**config.mk**
```make
export PLATFORM = sky130hd
export DESIGN_NAME = llc_read_arbiter_flat
export DESIGN_NICKNAME = d
export VERILOG_FILES = /design/src/rtl/llc_read_arbiter_pkg.sv /design/src/rtl/llc_read_arbiter_if.sv /design/src/rtl/llc_read_arbiter.sv /design/src/flat_wrapper.sv
export SDC_FILE = /design/constraint.sdc
export NUM_CORES = 1
export LEC_CHECK = 0
export ABC_CLOCK_PERIOD_IN_PS = 2500
export BUFFER_PORTS_ARGS = -buffer_cell sky130_fd_sc_hd__buf_2
export CAP_MARGIN = 20
export CELL_PAD_IN_SITES_DETAIL_PLACEMENT = 1
export CELL_PAD_IN_SITES_GLOBAL_PLACEMENT = 1
export CORE_AREA = 5 5 674 676
export CTS_CLUSTER_DIAMETER = 50
export DETAILED_ROUTE_END_ITERATION = 7
export DIE_AREA = 0 0 679 681
export PLACE_DENSITY = 0.3
export RECOVER_POWER = 25
export SETUP_SLACK_MARGIN = 0.4
export SLEW_MARGIN = 20
export SYNTH_ARGS = -nofsm -noshare
export SYNTH_HDL_FRONTEND = slang
export SYNTH_SLANG_ARGS = --single-unit
```
**constraint.sdc**
```tcl
create_clock -name clk -period 2.5 [get_ports clk]
set_input_delay 0.375 -clock clk [delete_from_list [all_inputs] [get_ports clk]]
set_output_delay 0.375 -clock clk [all_outputs]
set_load 0.1 [all_outputs]
```
**src/rtl/llc_read_arbiter_pkg.sv**
```systemverilog
// Shared types and the round-robin pick for the LLC line-fill read arbiter.
// Latency: n/a (types and a pure function only).
// Backpressure: n/a.
package llc_arb_pkg;

  typedef enum logic [1:0] {IDLE, BUSY, RESP, GAP} arb_state_t;

  typedef enum logic {REQ_I, REQ_D} req_id_t;

  // 64-byte lines: the low address bits select a byte within the line
  localparam int LINE_OFFSET_BITS = 6;

  // Two-way round robin: a lone requester always wins; on a tie the
  // requester that did not win last time goes first.
  function automatic req_id_t rr_pick2(input logic vld_i, input logic vld_d,
                                       input req_id_t last);
    req_id_t pick;
    pick = REQ_I;
    if (vld_i && vld_d) begin
      pick = (last == REQ_I) ? REQ_D : REQ_I;
    end else if (vld_d) begin
      pick = REQ_D;
    end
    return pick;
  endfunction

endpackage

```
**src/rtl/llc_read_arbiter_if.sv**
```systemverilog
// Bundle of the two L1 miss read channels and the LLC read channel.
// Latency: n/a (wires only).
// Backpressure: requests are level-held until a data pulse or withdrawal.
interface llc_read_arbiter_if #(
  parameter int ADDR_WIDTH = 64,
  parameter int LINE_BITS  = 512
) ();

  logic [ADDR_WIDTH-1:0] S1_R_ADDR;
  logic                  S1_R_ADDR_VALID;
  logic [LINE_BITS-1:0]  S1_R_DATA;
  logic                  S1_R_DATA_VALID;

  logic [ADDR_WIDTH-1:0] S2_R_ADDR;
  logic                  S2_R_ADDR_VALID;
  logic [LINE_BITS-1:0]  S2_R_DATA;
  logic                  S2_R_DATA_VALID;

  logic [ADDR_WIDTH-1:0] M_R_ADDR;
  logic                  M_R_ADDR_VALID;
  logic [LINE_BITS-1:0]  M_R_DATA;
  logic                  M_R_DATA_VALID;

  // Arbiter side: takes requests from the L1s and data from the LLC
  modport slave (
    input  S1_R_ADDR, S1_R_ADDR_VALID, S2_R_ADDR, S2_R_ADDR_VALID,
    input  M_R_DATA, M_R_DATA_VALID,
    output S1_R_DATA, S1_R_DATA_VALID, S2_R_DATA, S2_R_DATA_VALID,
    output M_R_ADDR, M_R_ADDR_VALID
  );

  // Environment side: the L1 miss paths and the LLC read port
  modport master (
    output S1_R_ADDR, S1_R_ADDR_VALID, S2_R_ADDR, S2_R_ADDR_VALID,
    output M_R_DATA, M_R_DATA_VALID,
    input  S1_R_DATA, S1_R_DATA_VALID, S2_R_DATA, S2_R_DATA_VALID,
    input  M_R_ADDR, M_R_ADDR_VALID
  );

endinterface

```
**src/rtl/llc_read_arbiter.sv**
```systemverilog
// Round-robin share of the LLC line-fill read port between L1-I and L1-D.
// Latency: grant -> LLC request next cycle; LLC data -> L1 data pulse next cycle.
// Backpressure: one line read in flight; other requests wait for the next IDLE.
module llc_read_arbiter
  import llc_arb_pkg::*;
#(
  parameter int ADDR_WIDTH     = 64,
  parameter int LINE_BITS      = 512,
  parameter int TIMEOUT_CYCLES = 4096
) (
  input  logic              clk,
  input  logic              reset,
  llc_read_arbiter_if.slave bus,
  output logic              ERR
);

  localparam int TIMER_W = $clog2(TIMEOUT_CYCLES + 1);
  localparam logic [TIMER_W-1:0] TIMER_MAX = TIMER_W'(TIMEOUT_CYCLES);
  localparam logic [ADDR_WIDTH-1:0] OFFSET_MASK =
    ADDR_WIDTH'((64'd1 << LINE_OFFSET_BITS) - 64'd1);

  arb_state_t            state;
  arb_state_t            state_nxt;
  req_id_t               last_grant;
  req_id_t               winner;
  req_id_t               pick;
  logic                  grant;
  logic                  winner_vld;
  logic                  drop;
  logic                  err_q;
  logic [ADDR_WIDTH-1:0] pick_addr;
  logic [ADDR_WIDTH-1:0] addr_q;
  logic [LINE_BITS-1:0]  line_q;
  logic [TIMER_W-1:0]    timer;

  // State register
  always_ff @(posedge clk or negedge reset) begin
    if (!reset) begin
      state <= IDLE;
    end else begin
      state <= state_nxt;
    end
  end

  // Next state, arbitration pick and the current winner's request level
  always_comb begin
    state_nxt  = state;
    grant      = 1'b0;
    pick       = rr_pick2(bus.S1_R_ADDR_VALID, bus.S2_R_ADDR_VALID, last_grant);
    pick_addr  = (pick == REQ_I) ? bus.S1_R_ADDR : bus.S2_R_ADDR;
    winner_vld = (winner == REQ_I) ? bus.S1_R_ADDR_VALID : bus.S2_R_ADDR_VALID;
    case (state)
      IDLE: begin
        if (bus.S1_R_ADDR_VALID || bus.S2_R_ADDR_VALID) begin
          grant     = 1'b1;
          state_nxt = BUSY;
        end
      end
      BUSY: begin
        if (bus.M_R_DATA_VALID) begin
          state_nxt = RESP;
        end
      end
      RESP:    state_nxt = GAP;
      GAP:     state_nxt = IDLE;
      default: state_nxt = IDLE;
    endcase
  end

  // Transaction context: grant bookkeeping, withdraw tracking, timeout and line capture
  always_ff @(posedge clk or negedge reset) begin
    if (!reset) begin
      last_grant <= REQ_D;
      winner     <= REQ_I;
      drop       <= 1'b0;
      addr_q     <= '0;
      line_q     <= '0;
      timer      <= '0;
      err_q      <= 1'b0;
    end else begin
      if (grant) begin
        last_grant <= pick;
        winner     <= pick;
        addr_q     <= pick_addr & ~OFFSET_MASK;
        drop       <= 1'b0;
        timer      <= '0;
      end
      if (state == BUSY) begin
        if (timer != TIMER_MAX) begin
          timer <= timer + TIMER_W'(1);
        end
        if (timer == TIMER_MAX) begin
          err_q <= 1'b1;
        end
        // A withdrawn winner still lets the LLC read finish; the line is just not delivered
        if (!winner_vld) begin
          drop <= 1'b1;
        end
        if (bus.M_R_DATA_VALID) begin
          line_q <= bus.M_R_DATA;
        end
      end
    end
  end

  assign bus.M_R_ADDR        = addr_q;
  assign bus.M_R_ADDR_VALID  = (state == BUSY);
  assign bus.S1_R_DATA       = line_q;
  assign bus.S2_R_DATA       = line_q;
  assign bus.S1_R_DATA_VALID = (state == RESP) && (winner == REQ_I) && !drop;
  assign bus.S2_R_DATA_VALID = (state == RESP) && (winner == REQ_D) && !drop;
  assign ERR                 = err_q;

endmodule

```
**src/flat_wrapper.sv**
```systemverilog
// flat-port wrapper written by rule: the top's interface ports become plain ports
module llc_read_arbiter_flat import llc_arb_pkg::*;
#(
  parameter int ADDR_WIDTH     = 64,
  parameter int LINE_BITS      = 512,
  parameter int TIMEOUT_CYCLES = 4096
)
  (clk, reset, ERR, bus_S1_R_ADDR, bus_S1_R_ADDR_VALID, bus_S2_R_ADDR, bus_S2_R_ADDR_VALID, bus_M_R_DATA, bus_M_R_DATA_VALID, bus_S1_R_DATA, bus_S1_R_DATA_VALID, bus_S2_R_DATA, bus_S2_R_DATA_VALID, bus_M_R_ADDR, bus_M_R_ADDR_VALID);
  llc_read_arbiter_if #(.ADDR_WIDTH(ADDR_WIDTH), .LINE_BITS(LINE_BITS)) bus_i ();
  input  logic clk;
  input  logic reset;
  output logic ERR;
  input wire logic [$bits(bus_i.S1_R_ADDR)-1:0] bus_S1_R_ADDR;
  input wire logic [$bits(bus_i.S1_R_ADDR_VALID)-1:0] bus_S1_R_ADDR_VALID;
  input wire logic [$bits(bus_i.S2_R_ADDR)-1:0] bus_S2_R_ADDR;
  input wire logic [$bits(bus_i.S2_R_ADDR_VALID)-1:0] bus_S2_R_ADDR_VALID;
  input wire logic [$bits(bus_i.M_R_DATA)-1:0] bus_M_R_DATA;
  input wire logic [$bits(bus_i.M_R_DATA_VALID)-1:0] bus_M_R_DATA_VALID;
  output wire logic [$bits(bus_i.S1_R_DATA)-1:0] bus_S1_R_DATA;
  output wire logic [$bits(bus_i.S1_R_DATA_VALID)-1:0] bus_S1_R_DATA_VALID;
  output wire logic [$bits(bus_i.S2_R_DATA)-1:0] bus_S2_R_DATA;
  output wire logic [$bits(bus_i.S2_R_DATA_VALID)-1:0] bus_S2_R_DATA_VALID;
  output wire logic [$bits(bus_i.M_R_ADDR)-1:0] bus_M_R_ADDR;
  output wire logic [$bits(bus_i.M_R_ADDR_VALID)-1:0] bus_M_R_ADDR_VALID;
  assign bus_i.S1_R_ADDR = bus_S1_R_ADDR;
  assign bus_i.S1_R_ADDR_VALID = bus_S1_R_ADDR_VALID;
  assign bus_i.S2_R_ADDR = bus_S2_R_ADDR;
  assign bus_i.S2_R_ADDR_VALID = bus_S2_R_ADDR_VALID;
  assign bus_i.M_R_DATA = bus_M_R_DATA;
  assign bus_i.M_R_DATA_VALID = bus_M_R_DATA_VALID;
  assign bus_S1_R_DATA = bus_i.S1_R_DATA;
  assign bus_S1_R_DATA_VALID = bus_i.S1_R_DATA_VALID;
  assign bus_S2_R_DATA = bus_i.S2_R_DATA;
  assign bus_S2_R_DATA_VALID = bus_i.S2_R_DATA_VALID;
  assign bus_M_R_ADDR = bus_i.M_R_ADDR;
  assign bus_M_R_ADDR_VALID = bus_i.M_R_ADDR_VALID;
  llc_read_arbiter #(.ADDR_WIDTH(ADDR_WIDTH), .LINE_BITS(LINE_BITS), .TIMEOUT_CYCLES(TIMEOUT_CYCLES)) u_core (.clk(clk), .reset(reset), .bus(bus_i), .ERR(ERR));
endmodule
```
==> flow_summary.yaml <==
synthesis:
  synth_top_area_share: 0.558
  post_synthesis_cell_type_with_the_largest_combined_area: "dfrtp_1"
  synth_area_per_cell_um2: 13.5
  post_synth_edffs: 0
  synth_top_cells_by_area: "dfrtp_1 (56%), mux2_2 (22%), buf_4 (15%), mux2i_1 (2.3%), o21ai_0 (1.2%)"
  proportion_of_synthesized_flip_flops_having_asynchronous_set_or_reset: 1.00
  yosysMostFrequentCell: "dfrtp_1"
  seq_area_frac_synth: 0.559
  netlist-cell-type-count: 42
  register_bit_total_from_synthesis: 589
  netlist_instances: 1957
  synth-warning-count: 0
  synth_ff_type: "dfrtp_1"
  post_synth_instance_area_um2: 26400
  synth_commonest_cells: "dfrtp_1 (588), buf_4 (518), mux2_2 (513), clkbuf_1 (69), nand2_1 (64)"
layout:
  syn_to_final_growth_pct: 111
  utilization: 0.124
  final_layout_size_suffix_gt1_frac: 0.658
  multiInputGateArea_um2: 7520
  final.fill_count: 52000
  design.final.nets: 4625
  register_area_um2: 14900
  layout.cell_area.non_filler_um2: 55500
critical_path:
  timing.setup.critical_path_class: "reg -> out"
  required_ns: 2.12
  cpMaxStageDelayCell: "dfrtp_1"
  critPathMaxStageDelay_ns: 0.40
  setup.worst_path.start_class: "flip-flop"
  crit_path_end_kind: "output pin"
  r2r_setup_slack_ns: 0.38
  timing.critical_path.arrival_ns: 1.83
  timing.critical_path.cells: "inv_2, ha_4, nor3b_4, buf_12"
  crit_path_max_fanout: 3
sta:
  fin_setup_tns_ns: 0
  timing_hold_violations_final: 0
  tightest_slew_ns: 1.51
  max_slew_margin: -0.00996
  rsz0062_at_grt: "yes"
  post-route-period-util: 0.882
  setup_viol: 0
  finalClockSkew_ns: 0.0671
  timing.fmax_mhz: 453
  whs_ns: 0.0945
  post-route-min-period_ns: 2.21
  timing.final.max_slew_violations: 8
clock_tree:
  cts.reportedPaths.clkPinSlew_ns: 0.04
  cts_buffers: 139
  htree_num_levels: 4
  clk_latency_ns: 0.83
  clock-sinks: 589
  cts_tree: "done"
  clock_tree.root_cell: "clkbuf_16"
  max-clock-path-buffers: 4
grt:
  overflow: 0
  track_usage: 0.119
  grt_first_pass_wirelength_mm: 348
  initial_antenna_violation_count: 36
  first_global_vias: 26600
  grt_max_degree: 84
drt:
  drt_first_pass_iters: 5
  num_vias: 24100
  detail_route.wl_per_cell_um: 29.4
  via_per_inst: 2.39
  drt.antenna.violating_nets: 0
  dr.first_iter.drc_count: 931
  detail_route.drc_violations: 0
  final_wl_mm: 295
floorplanning:
  overall_die_area_um2: 462000
  number_of_primary_i_o_pins: 1737
  rows: 246
  placeableCoreArea_um2: 448000
  floorplan.initialDensity: 0.0589
  floorplan.die.height_um: 681
  die_width_um: 679
flow_run:
  max_cap_viol_count: 0
worst_hold_path:
  hp-class: "in -> async"
placed_design:
  port_buffers: 1718
  post-dp-hpwl_mm: 257
  instance_area_at_placement_um2: 39200
  globalplace.congestion: 0.861
run_status:
  run_status: "finished, violations left"
  violations: "slew limit"
-- what timing repair did --
action                      CTS  global route
hold buffers                634             0
setup endpoints to repair  1010           969
cloned                        0            23
resized for setup           826           821
pin swaps                     2             5
buffers inserted              6            23
hold endpoints to repair    893             0
-- through the flow --
stage                     std cells  worst slack, ns
after global routing          10100            0.111
final                         10100            0.294
after global placement         9100            0.363
after floorplan                1962            0.481
after detailed placement       9100            0.348
after CTS                      9982            0.158
-- cell usage in the layout (no fill, tap or decap), types with 5 or more instances in the layout --
| master | netlist | final |
|---|---|---|
| buf_2 | 6 | 760 |
| bufinv_16 | 0 | 22 |
| clkinv_2 | 0 | 19 |
| clkbuf_2 | 0 | 6 |
| o21ai_0 | 62 | 62 |
| conb_1 | 1 | 6 |
| clkbuf_4 | 0 | 432 |
| buf_8 | 0 | 61 |
| nor2_1 | 6 | 5 |
| clkinvlp_4 | 0 | 13 |
| dlygate4sd3_1 | 0 | 634 |
| dfrtp_1 | 588 | 497 |
| o21ai_1 | 6 | 5 |
| clkinv_8 | 0 | 5 |
| buf_4 | 518 | 206 |
| dfrtp_2 | 0 | 91 |
| clkbuf_16 | 0 | 156 |
| nand2_1 | 64 | 63 |
| mux2i_1 | 61 | 61 |
| buf_6 | 2 | 300 |
| diode_2 | 0 | 28 |
| buf_12 | 0 | 32 |
| clkbuf_1 | 69 | 19 |
| nand3_1 | 5 | 5 |
| mux2_2 | 513 | 513 |
| clkbuf_8 | 0 | 22 |
| buf_16 | 0 | 13 |
-- critical path: cells and delay by family, from the launching register on --
| family | cells | cell delay, ns |
|---|---|---|
| buffers and inverters | 2 | 0.30 |
| AND/OR/NAND/NOR | 1 | 0.22 |
| adder cells (fa/ha/maj) | 1 | 0.14 |
| flip-flops | 1 | 0.40 |
-- sequential cells by signal, summed over array words and instances (netlist names) --
signal / flops
u_core.drop: 1
u_core.timer: 13
u_core.bus.M_R_ADDR: 58
u_core.ERR: 1
u_core.last_grant: 1
u_core.state: 2
u_core.bus.S1_R_DATA: 512
u_core.winner: 1
-- cell type report --
type	count	share of cell area
Sequential cell	589	0.268
Multi-Input combinational cell	769	0.135
Antenna cell	28	0.00126
Timing Repair Buffer	2468	0.373
Clock inverter	69	0.0192
Tap cell	5952	0.134
Inverter	8	0.000541
Clock buffer	173	0.0693
-- final timing paths --
| check | start | end | depth (start not counted) |
|---|---|---|---|
| max in group asynchronous | reset | u_core.bus.S1_R_DATA[12] | 4 |
| worst max-delay path | u_core.state[0] | bus_S1_R_DATA_VALID | 4 |
| worst min register to register | u_core.ERR | u_core.ERR | 1 |
| min in group clk | bus_M_R_DATA[64] | u_core.bus.S1_R_DATA[64] | 3 |
| worst max register to register | u_core.state[0] | u_core.bus.S1_R_DATA[374] | 8 |
| worst min-delay path | reset | u_core.bus.S1_R_DATA[250] | 2 |
-- cells by family after synthesis --
family,after synthesis,synth area share
buf+inv,605,0.161
other cells,1,0.000142
compound gates,87,0.0183
simple gates,95,0.0164
xor+xnor,1,0.000332
flops,589,0.559
fa+ha+maj,5,0.00237
mux,574,0.242
-- routing by layer --
| metal | share of wire | up-vias | global-route usage | wire length, um |
|---|---|---|---|---|
| met5 | 0.00012 | - | 0 | 36 |
| met3 | 0.15 | 257 | 0.0823 | 44500 |
| met1 | 0.33 | 12300 | 0.116 | 98100 |
| met2 | 0.48 | 1216 | 0.203 | 143000 |
| li1 | - | 10300 | - | - |
| met4 | 0.034 | 6 | 0.0356 | 9920 |
Power is left out: the tool's default activity adds up to more than one toggle a clock period on the data nets, which glitch-free logic cannot reach.
